File: src/rtl/imem_loader_if.sv
// Host byte stream, instruction-memory write port and loader status, bundled for imem_loader.
// slave = the loader itself, master = the host/memory side driving start and the byte stream.
interface imem_loader_if #(
  parameter int ADDR_W = 12
);
  logic              start;
  logic              in_valid;
  logic [7:0]        in_data;
  logic              in_ready;
  logic              mem_we;
  logic [ADDR_W-1:0] mem_addr;
  logic [15:0]       mem_wdata;
  logic              core_rst;
  logic              busy;
  logic              done;
  logic              err;
  logic [ADDR_W:0]   words_written;

  modport slave (
    input  start, in_valid, in_data,
    output in_ready, mem_we, mem_addr, mem_wdata, core_rst, busy, done, err, words_written
  );

  modport master (
    output start, in_valid, in_data,
    input  in_ready, mem_we, mem_addr, mem_wdata, core_rst, busy, done, err, words_written
  );
endinterface

File: src/rtl/imem_loader.sv
// Loads a length-prefixed little-endian word image into instruction memory, holding the core in reset until done.
// Optional trailing mod-256 checksum byte when IMEM_LOADER_CHECKSUM_EN is defined; 3 cycles/word, in_ready decoded from state.
module imem_loader #(
  parameter int ADDR_W = 12
) (
  input  logic         clk,
  input  logic         rst,
  imem_loader_if.slave bus
);

  typedef enum logic [3:0] {
    S_IDLE,
    S_LEN_LO,
    S_LEN_HI,
    S_DATA_LO,
    S_DATA_HI,
    S_WRITE,
`ifdef IMEM_LOADER_CHECKSUM_EN
    S_CHECK,
`endif
    S_DONE,
    S_ERR
  } state_t;

  localparam logic [16:0] MAX_WORDS = 17'(1) << ADDR_W;

  state_t            state_q, state_d;
  logic [7:0]        len_lo_q;
  logic [15:0]       len_q;
  logic [7:0]        lo_q;
  logic [ADDR_W:0]   words_q;
  logic [ADDR_W-1:0] addr_q;
  logic [15:0]       wdata_q;
`ifdef IMEM_LOADER_CHECKSUM_EN
  logic [7:0]        sum_q;
`endif

  logic              rdy, we, core_rst, busy, done, err;
  logic              xfer, start_ok, more_words;
  logic [15:0]       n_full;
  logic [ADDR_W:0]   words_next;

  assign xfer       = bus.in_valid && rdy;
  assign start_ok   = bus.start && (state_q == S_IDLE || state_q == S_DONE || state_q == S_ERR);
  assign n_full     = {bus.in_data, len_lo_q};
  // words_q doubles as the write pointer, so addresses stay contiguous from 0
  assign words_next = words_q + {{ADDR_W{1'b0}}, 1'b1};
  assign more_words = 16'(words_next) < len_q;

  always_ff @(posedge clk) begin
    if (rst) state_q <= S_IDLE;
    else     state_q <= state_d;
  end

  always_comb begin
    state_d = state_q;
    case (state_q)
      S_IDLE, S_DONE, S_ERR: if (bus.start) state_d = S_LEN_LO;
      S_LEN_LO:  if (xfer) state_d = S_LEN_HI;
      S_LEN_HI: begin
        if (xfer) begin
          if ({1'b0, n_full} > MAX_WORDS) state_d = S_ERR;
`ifdef IMEM_LOADER_CHECKSUM_EN
          else if (n_full == 16'd0)       state_d = S_CHECK;
`else
          else if (n_full == 16'd0)       state_d = S_DONE;
`endif
          else                            state_d = S_DATA_LO;
        end
      end
      S_DATA_LO: if (xfer) state_d = S_DATA_HI;
      S_DATA_HI: if (xfer) state_d = S_WRITE;
      S_WRITE: begin
        if (more_words) state_d = S_DATA_LO;
`ifdef IMEM_LOADER_CHECKSUM_EN
        else            state_d = S_CHECK;
`else
        else            state_d = S_DONE;
`endif
      end
`ifdef IMEM_LOADER_CHECKSUM_EN
      S_CHECK: if (xfer) state_d = (bus.in_data == sum_q) ? S_DONE : S_ERR;
`endif
      default: state_d = S_IDLE;
    endcase
  end

  always_comb begin
    rdy      = 1'b0;
    we       = 1'b0;
    core_rst = 1'b1;
    busy     = 1'b0;
    done     = 1'b0;
    err      = 1'b0;
    case (state_q)
      S_LEN_LO, S_LEN_HI, S_DATA_LO, S_DATA_HI: begin
        rdy  = 1'b1;
        busy = 1'b1;
      end
`ifdef IMEM_LOADER_CHECKSUM_EN
      S_CHECK: begin
        rdy  = 1'b1;
        busy = 1'b1;
      end
`endif
      S_WRITE: begin
        we   = 1'b1;
        busy = 1'b1;
      end
      S_DONE: begin
        core_rst = 1'b0;
        done     = 1'b1;
      end
      S_ERR:   err = 1'b1;
      default: ;
    endcase
  end

  always_ff @(posedge clk) begin
    if (rst) begin
      len_lo_q <= '0;
      len_q    <= '0;
      lo_q     <= '0;
      words_q  <= '0;
      addr_q   <= '0;
      wdata_q  <= '0;
    end else begin
      if (start_ok) words_q <= '0;
      case (state_q)
        S_LEN_LO:  if (xfer) len_lo_q <= bus.in_data;
        S_LEN_HI:  if (xfer) len_q <= n_full;
        S_DATA_LO: if (xfer) lo_q <= bus.in_data;
        // Write-port registers load only here, so they hold between pulses
        S_DATA_HI: if (xfer) begin
          addr_q  <= words_q[ADDR_W-1:0];
          wdata_q <= {bus.in_data, lo_q};
        end
        S_WRITE:   words_q <= words_next;
        default: ;
      endcase
    end
  end

`ifdef IMEM_LOADER_CHECKSUM_EN
  always_ff @(posedge clk) begin
    if (rst)                              sum_q <= '0;
    else if (start_ok)                    sum_q <= '0;
    else if (xfer && state_q != S_CHECK)  sum_q <= sum_q + bus.in_data;
  end
`endif

  assign bus.in_ready      = rdy;
  assign bus.mem_we        = we;
  assign bus.mem_addr      = addr_q;
  assign bus.mem_wdata     = wdata_q;
  assign bus.core_rst      = core_rst;
  assign bus.busy          = busy;
  assign bus.done          = done;
  assign bus.err           = err;
  assign bus.words_written = words_q;

endmodule

File: src/flat_wrapper.sv
// flat-port wrapper written by rule: the top's interface ports become plain ports
module imem_loader_flat 
#(
  parameter int ADDR_W = 12
)
  (clk, rst, bus_start, bus_in_valid, bus_in_data, bus_in_ready, bus_mem_we, bus_mem_addr, bus_mem_wdata, bus_core_rst, bus_busy, bus_done, bus_err, bus_words_written);
  imem_loader_if #(.ADDR_W(ADDR_W)) bus_i ();
  input  logic clk;
  input  logic rst;
  input wire logic [$bits(bus_i.start)-1:0] bus_start;
  input wire logic [$bits(bus_i.in_valid)-1:0] bus_in_valid;
  input wire logic [$bits(bus_i.in_data)-1:0] bus_in_data;
  output wire logic [$bits(bus_i.in_ready)-1:0] bus_in_ready;
  output wire logic [$bits(bus_i.mem_we)-1:0] bus_mem_we;
  output wire logic [$bits(bus_i.mem_addr)-1:0] bus_mem_addr;
  output wire logic [$bits(bus_i.mem_wdata)-1:0] bus_mem_wdata;
  output wire logic [$bits(bus_i.core_rst)-1:0] bus_core_rst;
  output wire logic [$bits(bus_i.busy)-1:0] bus_busy;
  output wire logic [$bits(bus_i.done)-1:0] bus_done;
  output wire logic [$bits(bus_i.err)-1:0] bus_err;
  output wire logic [$bits(bus_i.words_written)-1:0] bus_words_written;
  assign bus_i.start = bus_start;
  assign bus_i.in_valid = bus_in_valid;
  assign bus_i.in_data = bus_in_data;
  assign bus_in_ready = bus_i.in_ready;
  assign bus_mem_we = bus_i.mem_we;
  assign bus_mem_addr = bus_i.mem_addr;
  assign bus_mem_wdata = bus_i.mem_wdata;
  assign bus_core_rst = bus_i.core_rst;
  assign bus_busy = bus_i.busy;
  assign bus_done = bus_i.done;
  assign bus_err = bus_i.err;
  assign bus_words_written = bus_i.words_written;
  imem_loader #(.ADDR_W(ADDR_W)) u_core (.clk(clk), .rst(rst), .bus(bus_i));
endmodule
File: config.mk
export PLATFORM = sky130hd
export DESIGN_NAME = imem_loader_flat
export DESIGN_NICKNAME = d
export VERILOG_FILES = /design/src/rtl/imem_loader_if.sv /design/src/rtl/imem_loader.sv /design/src/flat_wrapper.sv
export SDC_FILE = /design/constraint.sdc
export NUM_CORES = 1
export LEC_CHECK = 0
export ABC_AREA = 1
export CORE_UTILIZATION = 25
export DETAILED_ROUTE_END_ITERATION = 8
export PLACE_DENSITY_LB_ADDON = 0.3
export REMOVE_ABC_BUFFERS = 1
export SLEW_MARGIN = 20
export SYNTH_ARGS = -nofsm -noshare
export SYNTH_HDL_FRONTEND = slang
export SYNTH_SLANG_ARGS = --single-unit
File: constraint.sdc
create_clock -name clk -period 2 [get_ports clk]
set_input_delay 0.4 -clock clk [delete_from_list [all_inputs] [get_ports clk]]
set_output_delay 0.4 -clock clk [all_outputs]
set_load 0.005 [all_outputs]
==> flow_summary_export.csv <==
group,metric,value,unit
grt,grt_max_degree,57,
cells_and_area,drive_gt1_share,20.2,%
routing,routed_wl,9010,um
placed_design,gp_congestion,0.813,
sta,final.setup.tns,-0.0972,ns
routing,viasPerCell,4.33,
placed_design,dp_slack,-0.164,ns
die,die_w,120,um
yosys,ys.warnings.count,0,
sta,slew_headroom,80.2,%
routing,wl_per_cell,12.0,um
sta,fin_ws,-0.0564,ns
grt,grt_overflow_total,0,
cts,clockBufferDepth,2,
worst_setup_path,critPathKind,"flop to output pin",
cts,cts_tree,"yes",
yosys,synthMuxAreaShare,0,%
yosys,synth_top_family_by_area,"compound AO/OA/AOI/OAI gates",
sta,skew,0.00424,ns
yosys,async_reset_ff_share,0,%
routing,met1_length,4270,um
sta,setup_viol,3,
die,dieArea,14400,um^2
placed_design,dp.final_hpwl,6290,um
routing,drt_iter0_drc,162,
cts,cts_inserted_buffers,9,
worst_setup_path,required,1.60,ns
cells_and_area,final_nets,595,
yosys,synth_cell_types,34,
cts,ctsHoldBuffers,0,
yosys,ys_top_cells_by_count,"76 x dfxtp_1, 73 x a21oi_1, 67 x inv_1",
hold_path,hold_class,"flop to flop",
cts,cts_root_buffer,"clkbuf_16",
yosys,synth_edf_count,0,
yosys,yosysSeqAreaShare,43.6,%
yosys,synth.top_cell.area_share,43.6,%
die,placeableCoreArea,13500,um^2
die,core.rowCount,42,
routing,first_pass_iters,4,
routing,wl_met3,317,um
pwr,leakage,2.04,nW
cells_and_area,diodes,0,
worst_setup_path,worst_ep_arrival_time,1.66,ns
grt,grt_usage,13.3,%
yosys,synth_compound_gate_area_share,20.9,%
yosys,synthAdderAreaFrac,4.66,%
pwr,power.density,1020,nW/um^2
routing,remaining_drc_errors,0,
sta,min_period,2.06,ns
worst_setup_path,path_buf_inv,2,
sta,worst_pin_slew,0.297,ns
cells_and_area,syn2layout_area_growth,44.6,%
die,boundaryPins,59,
cts,path_clk_slew,0.06,ns
worst_setup_path,crit_fanout,6,
status,outcome,"complete, but fails checks",
grt,grt_pass1_vias,3168,
status,failed_checks,"setup timing",
grt,antenna_found_initial,0,
worst_setup_path,critPathTopFamily,"buffers and inverters",
cells_and_area,fillCellCount,1402,
worst_setup_path,path_cells,"buf_4 > nand2_1 > nand2_2 > clkdlybuf4s50_1",
cts,clk_latency,0.34,ns
routing,highest_layer,"met4",
die,start_util,25.9,%
worst_setup_path,slowest_stage,"clkdlybuf4s50_1",
routing,ant_nets,0,
yosys,synth.cell_area,3490,um^2
grt,grt_pass1_wl,15100,um
hold_path,min_path_cells,2,
cts,cts_sinks,76,
yosys,synth-main-ff-cell,"dfxtp_1",
sta,hold-worst-slack,0.439,ns
worst_setup_path,critPathLaunchType,"flop",
worst_setup_path,crit_path_max_incr_delay,0.52,ns
sta,fmax,0.486,GHz
placed_design,io_buffers,58,
sta,rsz0062_at_grt,"yes",
cells_and_area,final_core_util,37.5,%
worst_setup_path,crit_cells,4,
yosys,synth_simple_gate_area_share,17.5,%
yosys,synthXorXnorAreaFrac,2.47,%
yosys,yosysTopAreaCell,"dfxtp_1",
yosys,yosysMostFrequentCell,"dfxtp_1",
run,maxCapViolCount,0,
yosys,postSynthAreaPerCell,7.38,um^2
routing,via_count,3254,
sta,final_hold_viol_count,0,
worst_setup_path,cp-end-kind,"output pin",
yosys,synth_cells,473,
yosys,ys_top_cells_by_area,"dfxtp_1 44%, a21oi_1 10%, o21ai_0 8.6%",
cts,htreeDepth,3,
sta,drv_slew,0,
routing,dr_wl_met2,4230,um
sta,fin_crit_sh,103,%
pwr,peakVddDrop,0.506,mV
die,fp.dieH,120,um
yosys,ys_ff_latch,76,
worst_setup_path,worst_r2r_path_depth,12,
-- power breakdown --
part,switching [mW],total [mW],internal (mW)
registers,0.173,1.94,1.77
logic,0.929,1.66,0.728
clock network,0.662,1.57,0.910
-- layout make-up --
cell class	instances	area [um^2]	area share (%)
clock buffer	11	253	5.01
clock inverter	5	35.0	0.694
inverter	74	283	5.60
multi-input combinational	305	1750	34.7
sequential	76	1540	30.5
tap	176	220	4.36
timing repair buffer	104	963	19.1
-- cell families after synthesis --
logic type      count (synthesis)
compound gates                144
xor+xnor                        9
simple gates                  139
fa+ha+maj                      13
flops                          76
buf+inv                        92
-- layer usage --
metal	up-vias	GRT usage, %
li1	1712	-
met3	14	3.04
met1	1476	16.4
met5	-	0
met2	52	21.8
met4	0	6.56
-- what timing repair did --
action                                  4_1_cts  5_1_grt
buffers inserted                              7        5
pin swaps                                    14       12
endpoints found under the setup margin        7        7
gates resized for setup                      35       18
-- sequential cells by signal, indices dropped and copies added (netlist names) --
signal / count
u_core.len_q: 16
u_core.len_lo_q: 8
u_core.lo_q: 8
u_core.bus.mem_wdata: 16
u_core.bus.words_written: 13
u_core.bus.mem_addr: 12
u_core.state_q: 3
-- per-stage QoR --
| stage | instance area (um^2) | cells | power (mW) |
|---|---|---|---|
| 6_report | 5050 | 751 | 5.17 |
| 5_1_grt | 5050 | 751 | 5.56 |
| 2_1_floorplan | 3390 | 455 | 2.83 |
| 3_5_place_dp | 4480 | 724 | 3.51 |
| 4_1_cts | 4940 | 747 | 5.18 |
| 3_3_place_gp | 4480 | 724 | 3.48 |
-- worst min-delay path, delay by kind of cell (launching register included) --
family	cells	cell delay (ns)
buffers and inverters	1	0.04
DFF	1	0.31
AOI/OAI and AO/OA	1	0.05
-- path summary, 6_finish.rpt --
path,startpoint,to,slack (ns)
max,u_core.state_q[2],bus_in_ready,-0.06
min,u_core.bus.mem_addr[11],u_core.bus.mem_addr[11],0.44
max reg2reg,u_core.bus.words_written[0],u_core.state_q[0],-0.03
min reg2reg,u_core.bus.mem_addr[11],u_core.bus.mem_addr[11],0.44
-- cell usage in the layout, fill, tap and decap left out, types with 2 or more instances in the layout --
| cell | count |
|---|---|
| nand3_2 | 2 |
| nor2_4 | 5 |
| nor2_1 | 43 |
| inv_2 | 5 |
| xor2_1 | 6 |
| nand2_2 | 8 |
| o21ai_2 | 2 |
| nor3_4 | 2 |
| o21ai_0 | 58 |
| buf_6 | 3 |
| nand2_4 | 2 |
| clkdlybuf4s50_1 | 56 |
| clkinv_2 | 2 |
| nand3_1 | 5 |
| inv_4 | 2 |
| ha_1 | 8 |
| xnor2_1 | 2 |
| nand4_1 | 2 |
| dfxtp_1 | 68 |
| clkbuf_16 | 9 |
| dfxtp_4 | 4 |
| o21ai_1 | 9 |
| inv_1 | 67 |
| buf_4 | 41 |
| a21oi_1 | 70 |
| dfxtp_2 | 4 |
| buf_12 | 2 |
| nand2_1 | 59 |
| nor2_2 | 5 |
| ha_4 | 5 |
| clkbuf_8 | 2 |
| a21oi_2 | 3 |
Power figures use the tool's default switching activity.
